<file path="src/rtl/uart_pkg.sv">
// Shared UART definitions: receiver state encoding, baud divisor helper, line idle level.
// Optional feature macro: UART_RX_PARITY_EN (adds the PARITY state).
package uart_pkg;

    localparam logic UART_IDLE = 1'b1;

    typedef enum logic [2:0] {
        ST_IDLE   = 3'd0,
        ST_START  = 3'd1,
        ST_DATA   = 3'd2,
`ifdef UART_RX_PARITY_EN
        ST_PARITY = 3'd3,
`endif
        ST_STOP   = 3'd4
    } uart_rx_state_t;

    // Clocks per oversample tick, truncated.
    function automatic int unsigned uart_baud_div(input int unsigned clk_freq,
                                                  input int unsigned baud,
                                                  input int unsigned oversample);
        return clk_freq / (baud * oversample);
    endfunction

endpackage

</file>
<file path="src/rtl/uart_baud_gen.sv">
// Divisor counter producing a one-cycle tick every DIV clocks; synchronous clear restarts the phase.
module uart_baud_gen #(
    parameter int unsigned DIV = 27
) (
    input  logic clk,
    input  logic rst,
    input  logic i_clr,
    output logic o_tick
);

    localparam int unsigned CW = (DIV > 1) ? $clog2(DIV) : 1;

    logic [CW-1:0] r_cnt;
    logic          r_tick;

    // Free-running divide counter, held at zero while cleared.
    always_ff @(posedge clk or posedge rst) begin
        if (rst) begin
            r_cnt  <= '0;
            r_tick <= 1'b0;
        end else if (i_clr) begin
            r_cnt  <= '0;
            r_tick <= 1'b0;
        end else if (r_cnt == CW'(DIV - 1)) begin
            r_cnt  <= '0;
            r_tick <= 1'b1;
        end else begin
            r_cnt  <= r_cnt + CW'(1);
            r_tick <= 1'b0;
        end
    end

    assign o_tick = r_tick;

endmodule

</file>
<file path="src/rtl/uart_rx_byte.sv">
// UART byte receiver with 16x oversampling, framing/overrun checks and optional even parity.
// Optional feature macro: UART_RX_PARITY_EN (start, data, even parity, stop framing).
module uart_rx_byte
    import uart_pkg::*;
#(
    parameter int unsigned CLK_FREQ   = 50_000_000,
    parameter int unsigned BAUD       = 115200,
    parameter int unsigned OVERSAMPLE = 16,
    parameter int unsigned DATA_BITS  = 8
) (
    input  logic                 clk,
    input  logic                 rst,
    input  logic                 rx,
    input  logic                 fifo_full,
    output logic [DATA_BITS-1:0] data_out,
    output logic                 data_valid,
    output logic                 frame_err,
    output logic                 parity_err,
    output logic                 overrun_err,
    output logic                 busy
);

    localparam int unsigned DIV  = uart_baud_div(CLK_FREQ, BAUD, OVERSAMPLE);
    localparam int unsigned TW   = $clog2(OVERSAMPLE);
    localparam int unsigned BW   = (DATA_BITS > 1) ? $clog2(DATA_BITS) : 1;
    localparam int unsigned HALF = OVERSAMPLE / 2;

    logic                 r_rx_meta;
    logic                 r_rx_s;
    logic                 r_rx_prev;
    uart_rx_state_t       r_state;
    logic [TW-1:0]        r_tick_cnt;
    logic [BW-1:0]        r_bit_idx;
    logic [DATA_BITS-1:0] r_shift;
    logic [DATA_BITS-1:0] r_data_out;
    logic                 r_data_valid;
    logic                 r_frame_err;
    logic                 r_overrun_err;
    logic                 r_busy;
`ifdef UART_RX_PARITY_EN
    logic                 r_par_err;
    logic                 r_parity_err;
`endif

    logic w_tick;
    logic w_start_edge;
    logic w_baud_clr;
    logic w_bit_end;
    logic w_half_bit;

    assign w_start_edge = r_rx_prev & ~r_rx_s;
    assign w_baud_clr   = (r_state == ST_IDLE);
    assign w_bit_end    = w_tick && (r_tick_cnt == TW'(OVERSAMPLE - 1));
    assign w_half_bit   = w_tick && (r_tick_cnt == TW'(HALF - 1));

    uart_baud_gen #(
        .DIV (DIV)
    ) u_baud_gen (
        .clk    (clk),
        .rst    (rst),
        .i_clr  (w_baud_clr),
        .o_tick (w_tick)
    );

    // Two-flop synchronizer plus one delayed copy for falling-edge detection.
    always_ff @(posedge clk or posedge rst) begin
        if (rst) begin
            r_rx_meta <= UART_IDLE;
            r_rx_s    <= UART_IDLE;
            r_rx_prev <= UART_IDLE;
        end else begin
            r_rx_meta <= rx;
            r_rx_s    <= r_rx_meta;
            r_rx_prev <= r_rx_s;
        end
    end

    // Frame FSM: samples mid-bit, resolves the stop bit into exactly one pulse.
    always_ff @(posedge clk or posedge rst) begin
        if (rst) begin
            r_state       <= ST_IDLE;
            r_tick_cnt    <= '0;
            r_bit_idx     <= '0;
            r_shift       <= '0;
            r_data_out    <= '0;
            r_data_valid  <= 1'b0;
            r_frame_err   <= 1'b0;
            r_overrun_err <= 1'b0;
            r_busy        <= 1'b0;
`ifdef UART_RX_PARITY_EN
            r_par_err     <= 1'b0;
            r_parity_err  <= 1'b0;
`endif
        end else begin
            r_data_valid  <= 1'b0;
            r_frame_err   <= 1'b0;
            r_overrun_err <= 1'b0;
`ifdef UART_RX_PARITY_EN
            r_parity_err  <= 1'b0;
`endif
            case (r_state)
                ST_IDLE: begin
                    r_tick_cnt <= '0;
                    r_bit_idx  <= '0;
`ifdef UART_RX_PARITY_EN
                    r_par_err  <= 1'b0;
`endif
                    if (w_start_edge) begin
                        r_state <= ST_START;
                        r_busy  <= 1'b1;
                    end
                end
                ST_START: begin
                    if (w_half_bit) begin
                        r_tick_cnt <= '0;
                        if (r_rx_s != UART_IDLE) begin
                            r_state <= ST_DATA;
                        end else begin
                            r_state <= ST_IDLE;
                            r_busy  <= 1'b0;
                        end
                    end else if (w_tick) begin
                        r_tick_cnt <= r_tick_cnt + TW'(1);
                    end
                end
                ST_DATA: begin
                    if (w_bit_end) begin
                        r_tick_cnt <= '0;
                        r_shift    <= {r_rx_s, r_shift[DATA_BITS-1:1]};
                        if (r_bit_idx == BW'(DATA_BITS - 1)) begin
                            r_bit_idx <= '0;
`ifdef UART_RX_PARITY_EN
                            r_state   <= ST_PARITY;
`else
                            r_state   <= ST_STOP;
`endif
                        end else begin
                            r_bit_idx <= r_bit_idx + BW'(1);
                        end
                    end else if (w_tick) begin
                        r_tick_cnt <= r_tick_cnt + TW'(1);
                    end
                end
`ifdef UART_RX_PARITY_EN
                ST_PARITY: begin
                    if (w_bit_end) begin
                        r_tick_cnt <= '0;
                        r_par_err  <= ^{r_shift, r_rx_s};
                        r_state    <= ST_STOP;
                    end else if (w_tick) begin
                        r_tick_cnt <= r_tick_cnt + TW'(1);
                    end
                end
`endif
                ST_STOP: begin
                    if (w_bit_end) begin
                        r_tick_cnt <= '0;
                        r_state    <= ST_IDLE;
                        r_busy     <= 1'b0;
                        if (r_rx_s != UART_IDLE) begin
                            r_frame_err <= 1'b1;
`ifdef UART_RX_PARITY_EN
                        end else if (r_par_err) begin
                            r_parity_err <= 1'b1;
`endif
                        end else if (fifo_full) begin
                            r_overrun_err <= 1'b1;
                        end else begin
                            r_data_out   <= r_shift;
                            r_data_valid <= 1'b1;
                        end
                    end else if (w_tick) begin
                        r_tick_cnt <= r_tick_cnt + TW'(1);
                    end
                end
                default: begin
                    r_state <= ST_IDLE;
                    r_busy  <= 1'b0;
                end
            endcase
        end
    end

    assign data_out    = r_data_out;
    assign data_valid  = r_data_valid;
    assign frame_err   = r_frame_err;
    assign overrun_err = r_overrun_err;
    assign busy        = r_busy;
`ifdef UART_RX_PARITY_EN
    assign parity_err  = r_parity_err;
`else
    assign parity_err  = 1'b0;
`endif

endmodule
</file>
<file path="config.mk">
export PLATFORM = sky130hd
export DESIGN_NAME = uart_rx_byte
export DESIGN_NICKNAME = d
export VERILOG_FILES = /design/src/rtl/uart_pkg.sv /design/src/rtl/uart_baud_gen.sv /design/src/rtl/uart_rx_byte.sv
export SDC_FILE = /design/constraint.sdc
export NUM_CORES = 1
export LEC_CHECK = 0
export ABC_AREA = 1
export BUFFER_PORTS_ARGS = -buffer_cell sky130_fd_sc_hd__buf_2
export CORE_ASPECT_RATIO = 0.6
export CORE_MARGIN = 4
export CORE_UTILIZATION = 30
export DETAILED_ROUTE_END_ITERATION = 16
export SLEW_MARGIN = 10
export SYNTH_ARGS = -nofsm -noshare
export SYNTH_HDL_FRONTEND = slang
export SYNTH_SLANG_ARGS = --single-unit
</file>
<file path="constraint.sdc">
create_clock -name clk -period 1.52 [get_ports clk]
set_input_delay 0.38 -clock clk [delete_from_list [all_inputs] [get_ports clk]]
set_output_delay 0.38 -clock clk [all_outputs]
set_load 0.05 [all_outputs]
</file>
## Yosys cells after proc, flatten, opt, wreduce, memory -nomap -nowiden

Index checks and enable logic that the tools add are counted.

- Logic and storage cells: 79
- Bits of input ports: 4
- Output and inout port bits: 13
- Flip-flop bits (word level): 39

- Add/subtract/negate cells: 3
- Muxes and demuxes: 34
- Reductions and logical operators: 11
- Equal/unequal tests: 13
- Bitwise logic cells: 4

Operators by type and width:

| cell | number |
|---|---|
| 3-bit 2-to-1 mux | 7 |
| 1-bit 2-to-1 mux | 17 |
| 4-bit 2-to-1 mux | 3 |
| 2-bit inequality test, second input constant | 6 |
| 3-bit one-hot mux with 4 select lines | 1 |
| 4-bit one-hot mux with 3 select lines | 1 |
| 5-bit 2-to-1 mux | 2 |
| 5-bit AND reduction | 2 |
| 3-bit == test, second input constant | 2 |
| 3-bit one-hot mux with 2 select lines | 1 |
| 5-bit by 1-bit adder with 5-bit output, second input constant | 1 |
| 5-bit == test, second input constant | 1 |
| 4-bit by 1-bit adder with 4-bit output, second input constant | 1 |
| 4-bit by 3-bit == test with 1-bit output, second input constant | 1 |
| 4-bit == test, second input constant | 1 |
| 1-bit one-hot mux with 4 select lines | 1 |
| 2-bit AND reduction | 2 |
| 4-bit AND reduction | 1 |
| 3-bit by 1-bit adder with 3-bit output, second input constant | 1 |
| 3-bit by 1-bit == test with 1-bit output, second input constant | 1 |
| 3-bit by 2-bit == test with 1-bit output, second input constant | 1 |
| 3-bit zero test | 1 |
| 1-bit inverter | 3 |
| 3-bit nonzero test | 1 |
| other kinds (5) | 6 |

## Depth between registers and ports, before layout

- Depth in word-level cells: 4
- Gate-level depth with buffers: 9
- Mapped depth without buffers: 9

## Modules after synthesis

Synthesis repeated with hierarchy kept, for this count alone.

- Cell total of the unflattened synthesis: 204
- Area total of the unflattened synthesis: 1,853.0 um^2

Modules (own cells, without submodules):

| module | instances | cells each | sequential area each (um^2) | area each (um^2) |
|---|---|---|---|---|
| uart_rx_byte | 1 | 171 | 829.5 | 1,565.3 |
| uart_baud_gen | 1 | 33 | 150.1 | 287.8 |

## Worst setup path before layout

Ideal clock, no wire load.

- Path kind: reg-to-reg
- Start: reg r_tick_cnt[0]
- End: reg r_data_out[0] (netlist: data_out[0])
- Path buffers: 1
- Stages on the path, launching flop included: 8
- Arrival: 1,199 ps
- Library setup time: 119 ps
- Period minus slack after synthesis: 1,317 ps
- Data required time: 1,401 ps
- Setup slack: 203 ps
- Cells stage by stage: dfrtp_1 ha_1 nand4_4 nor2_4 nand3_4 buf_6 nand2_2 o21ai_2

- Longest elaborated chain between the ends: 3

RTL lines:

| what | line | source |
|---|---|---|
| start, declared | uart_rx_byte.sv:32 | `logic [TW-1:0] r_tick_cnt;` |
| start signal, assigned | uart_rx_byte.sv:123 | `r_tick_cnt <= r_tick_cnt + TW'(1);` |
| start signal, assigned | uart_rx_byte.sv:141 | `r_tick_cnt <= r_tick_cnt + TW'(1);` |
| start signal, assigned | uart_rx_byte.sv:173 | `r_tick_cnt <= r_tick_cnt + TW'(1);` |
| 4-bit == test | uart_rx_byte.sv:53 | `assign w_bit_end = w_tick && (r_tick_cnt == TW'(OVERSAMPLE - 1));` |
| 1-bit logical AND | uart_rx_byte.sv:53 |  |
| 4-bit AND reduction (no line) | -- |  |
| end signal, assigned | uart_rx_byte.sv:169 | `r_data_out <= r_shift;` |
| end, declared | uart_rx_byte.sv:35 | `logic [DATA_BITS-1:0] r_data_out;` |

No other way between the ends.
A chain may end at the register's enable or synchronous reset.

## Final worst setup path

- Start: reg r_tick_cnt[0]
- End: reg r_data_out[2] (netlist: data_out[2])

Same word-level chain as after synthesis.

==> impl_metrics.py <==
metrics = {
    "run_status": {
        "status": "completed",
    },
    "setup_path": {
        "max_stage_delay_ps": 400,
        "critPathKind": "reg2reg",
        "cp_top_family": "simple AND/OR/NAND/NOR gates",
        "reg2reg_slack_ps": 120,
        "required_ps": 1690,
        "r2r_end": "data_out[2]$_DFFE_PP0P_",
        "crit_fanout": 8,
        "worst_ep_arrival_time_ps": 1570,
        "r2r_start": "r_tick_cnt[0]$_DFFE_PP0P_",
        "worstRegToRegCells": 6,
        "cp-end-kind": "flop",
        "start_kind": "flop",
        "path_cells": "ha_2 > nand4_4 > nor2_4 > nand3_4 > nand2_1 > o21ai_2",
        "cp_slowest_cell": "dfrtp_1",
        "path_buf_inv": 0,
    },
    "final_layout": {
        "fin_nets": 223,
        "layout-drive-gt1-share_pct": 24.7,
        "multiInputGateArea_sq_um": 713,
        "area_growth_pct": 16.4,
        "ff_latch_area_sq_um": 980,
        "final_common_cell": "nand2_1",
        "antenna_cells": 0,
        "fin_util_pct": 36.7,
        "layout_common_cells": "nand2_1 (48), dfrtp_1 (36), inv_1 (20)",
        "fillCellCount": 580,
    },
    "global_routing": {
        "grt_overflow": 0,
        "antenna_found_initial": 0,
        "grt_first_pass_wirelength_um": 5590,
        "grt_pass1_vias": 1150,
        "grt_use_total_pct": 9.77,
        "grt_max_degree": 40,
    },
    "sta": {
        "layout_min_cycle_time_ps": 1400,
        "clock_skew_ps": 7.39,
        "max_freq_ghz": 0.713,
        "finalSetupViolations": 0,
        "hold_viol": 0,
        "setup_tns_ps": 0,
        "rsz0062_at_grt": "false",
        "finalCritPeriodShare_pct": 92.2,
        "drv_slew": 0,
    },
    "min_path": {
        "min_path_type": "in2async",
    },
    "synthesis": {
        "synth_area_per_cell_sq_um": 9.41,
        "synthDistinctLibCells": 27,
        "yosysWarnings": 0,
        "yosysTopAreaCell": "dfrtp_1",
        "ys_ff_latch": 39,
        "synth_flop_cell": "dfrtp_1",
        "synth_top_area_share_pct": 50.4,
        "yosysSeqAreaShare_pct": 54.8,
        "synthArstFlopShare_pct": 100,
        "synth_enable_flop_cells": 0,
        "syn_area_sq_um": 1790,
        "syn_inst": 190,
        "ys_top_cells_by_area": "dfrtp_1 (50%), nand2_1 (10%), dfstp_2 (4.4%)",
        "syn-num-nets": 199,
    },
    "clock_tree": {
        "cts_htree_levels": 2,
        "insertion_delay_ps": 280,
        "postCtsHoldBufs": 0,
        "clk_pin_slew_ps": 80,
        "cts_sinks": 39,
        "cts_setup_buffers": 0,
        "cts_resized": 0,
        "cts_root_buffer": "clkbuf_8",
        "tritoncts": "done",
        "cts.path.max_buffers": 2,
        "cts_buffers": 5,
    },
    "placed_design": {
        "routabilityCongestion": 0.820,
        "io_buffers": 15,
        "hpwl_um": 2240,
    },
    "drt": {
        "drt_iter0_markers": 135,
        "wire_per_inst_um": 11.2,
        "num_vias": 1289,
        "drcViolationCount": 0,
        "drt_wl_total_um": 3300,
        "via_per_inst": 4.37,
        "drt_pre_antenna_iters": 4,
        "ant_nets": 0,
    },
    "floorplanning": {
        "die_w_um": 108,
        "coreArea_sq_um": 5680,
        "die_y_um": 67.8,
        "die_area_sq_um": 7300,
        "initial_core_util_pct": 31.5,
        "ios": 17,
        "row_count": 21,
    },
    "power": {
        "powerDensity_nw_per_um2": 1290,
        "leakage_uw": 0.00104,
        "ir_drop_uv": 491,
    },
    "flow_run": {
        "maxCapViolCount": 0,
    },
}
==> flip-flops by register name, summed over array words and instances, names as in the netlist <==
| name | flops |
|---|---|
| r_bit_idx | 3 |
| u_baud_gen.r_cnt | 5 |
| r_rx_s | 1 |
| frame_err | 1 |
| data_valid | 1 |
| r_state | 3 |
| r_rx_meta | 1 |
| overrun_err | 1 |
| data_out | 8 |
| busy | 1 |
| r_rx_prev | 1 |
| r_shift | 8 |
| r_tick_cnt | 4 |
| u_baud_gen.o_tick | 1 |
==> area by class of cell <==
cell class | count | share of cell area [%]
clock buffer | 7 | 3.67
clock inverter | 1 | 0.240
inverter | 22 | 3.97
multi-input combinational | 126 | 34.3
sequential | 39 | 47.1
tap | 80 | 4.81
timing repair buffer | 20 | 6.01
==> cells in the mapped netlist, types with 2 or more instances <==
| library cell | number |
|---|---|
| o21ai_1 | 9 |
| nor3_1 | 2 |
| o21ai_2 | 8 |
| nand2_1 | 48 |
| inv_1 | 20 |
| ha_1 | 5 |
| xor2_1 | 4 |
| inv_2 | 2 |
| nand4_1 | 4 |
| nand2_2 | 4 |
| nor2_1 | 14 |
| dfstp_2 | 3 |
| nor4_1 | 2 |
| nor2_2 | 2 |
| dfrtp_1 | 36 |
| buf_6 | 2 |
| nand3_1 | 15 |
==> worst min-delay path, delay by kind of cell <==
kind / cells / cell delay, ps
buf+inv: 3 / 390
==> worst max-delay path by stage <==
stage	start	to	slack [ps]	cells past startpoint
2_1_floorplan	r_tick_cnt[0]$_DFFE_PP0P_	data_out[0]$_DFFE_PP0P_	200	7
3_3_place_gp	r_tick_cnt[0]$_DFFE_PP0P_	data_out[2]$_DFFE_PP0P_	90	6
3_5_place_dp	r_tick_cnt[0]$_DFFE_PP0P_	data_out[2]$_DFFE_PP0P_	60	6
4_1_cts	r_tick_cnt[0]$_DFFE_PP0P_	data_out[2]$_DFFE_PP0P_	50	6
5_1_grt	r_tick_cnt[1]$_DFFE_PP0P_	r_bit_idx[2]$_DFFE_PP0P_	20	8
6_report	r_tick_cnt[0]$_DFFE_PP0P_	data_out[2]$_DFFE_PP0P_	120	6
==> routing by layer <==
| layer | wire, um | track usage, % | vias up |
|---|---|---|---|
| li1 | - | - | 659 |
| met1 | 1870 | 15.2 | 589 |
| met2 | 1200 | 12.4 | 37 |
| met3 | 198 | 3.15 | 4 |
| met4 | 35 | 2.83 | 0 |
| met5 | 0 | 0 | - |
==> cells by family after synthesis <==
kind of cell,count (synthesis),synth area share [%]
AO/OA/AOI/OAI,18,6.72
adder cells (fa/ha/maj),5,3.50
flip-flops,39,54.8
multiplexers,1,0.630
XOR/XNOR,5,2.45
buffers and inverters,26,6.58
other,1,0.210
AND/OR/NAND/NOR,95,25.1
==> power breakdown <==
group          total, uW  internal [uW]  switching [uW]
logic                774            234             540
registers           1240           1150            90.4
clock network        670            322             347
==> metrics by stage <==
stage / hold WS [ps] / instance area (sq um) / std cells / setup slack [ps] / power (uW)
2_1_floorplan: 345 / 1790 / 190 / 203 / 1840
3_3_place_gp: 347 / 1980 / 286 / 89.7 / 2040
3_5_place_dp: 348 / 1980 / 286 / 63.4 / 2030
4_1_cts: 133 / 2060 / 294 / 46.0 / 2710
5_1_grt: 153 / 2080 / 295 / 18.6 / 2910
6_report: 127 / 2080 / 295 / 118 / 2680
Note: power is estimated with default switching activity, not from simulation.
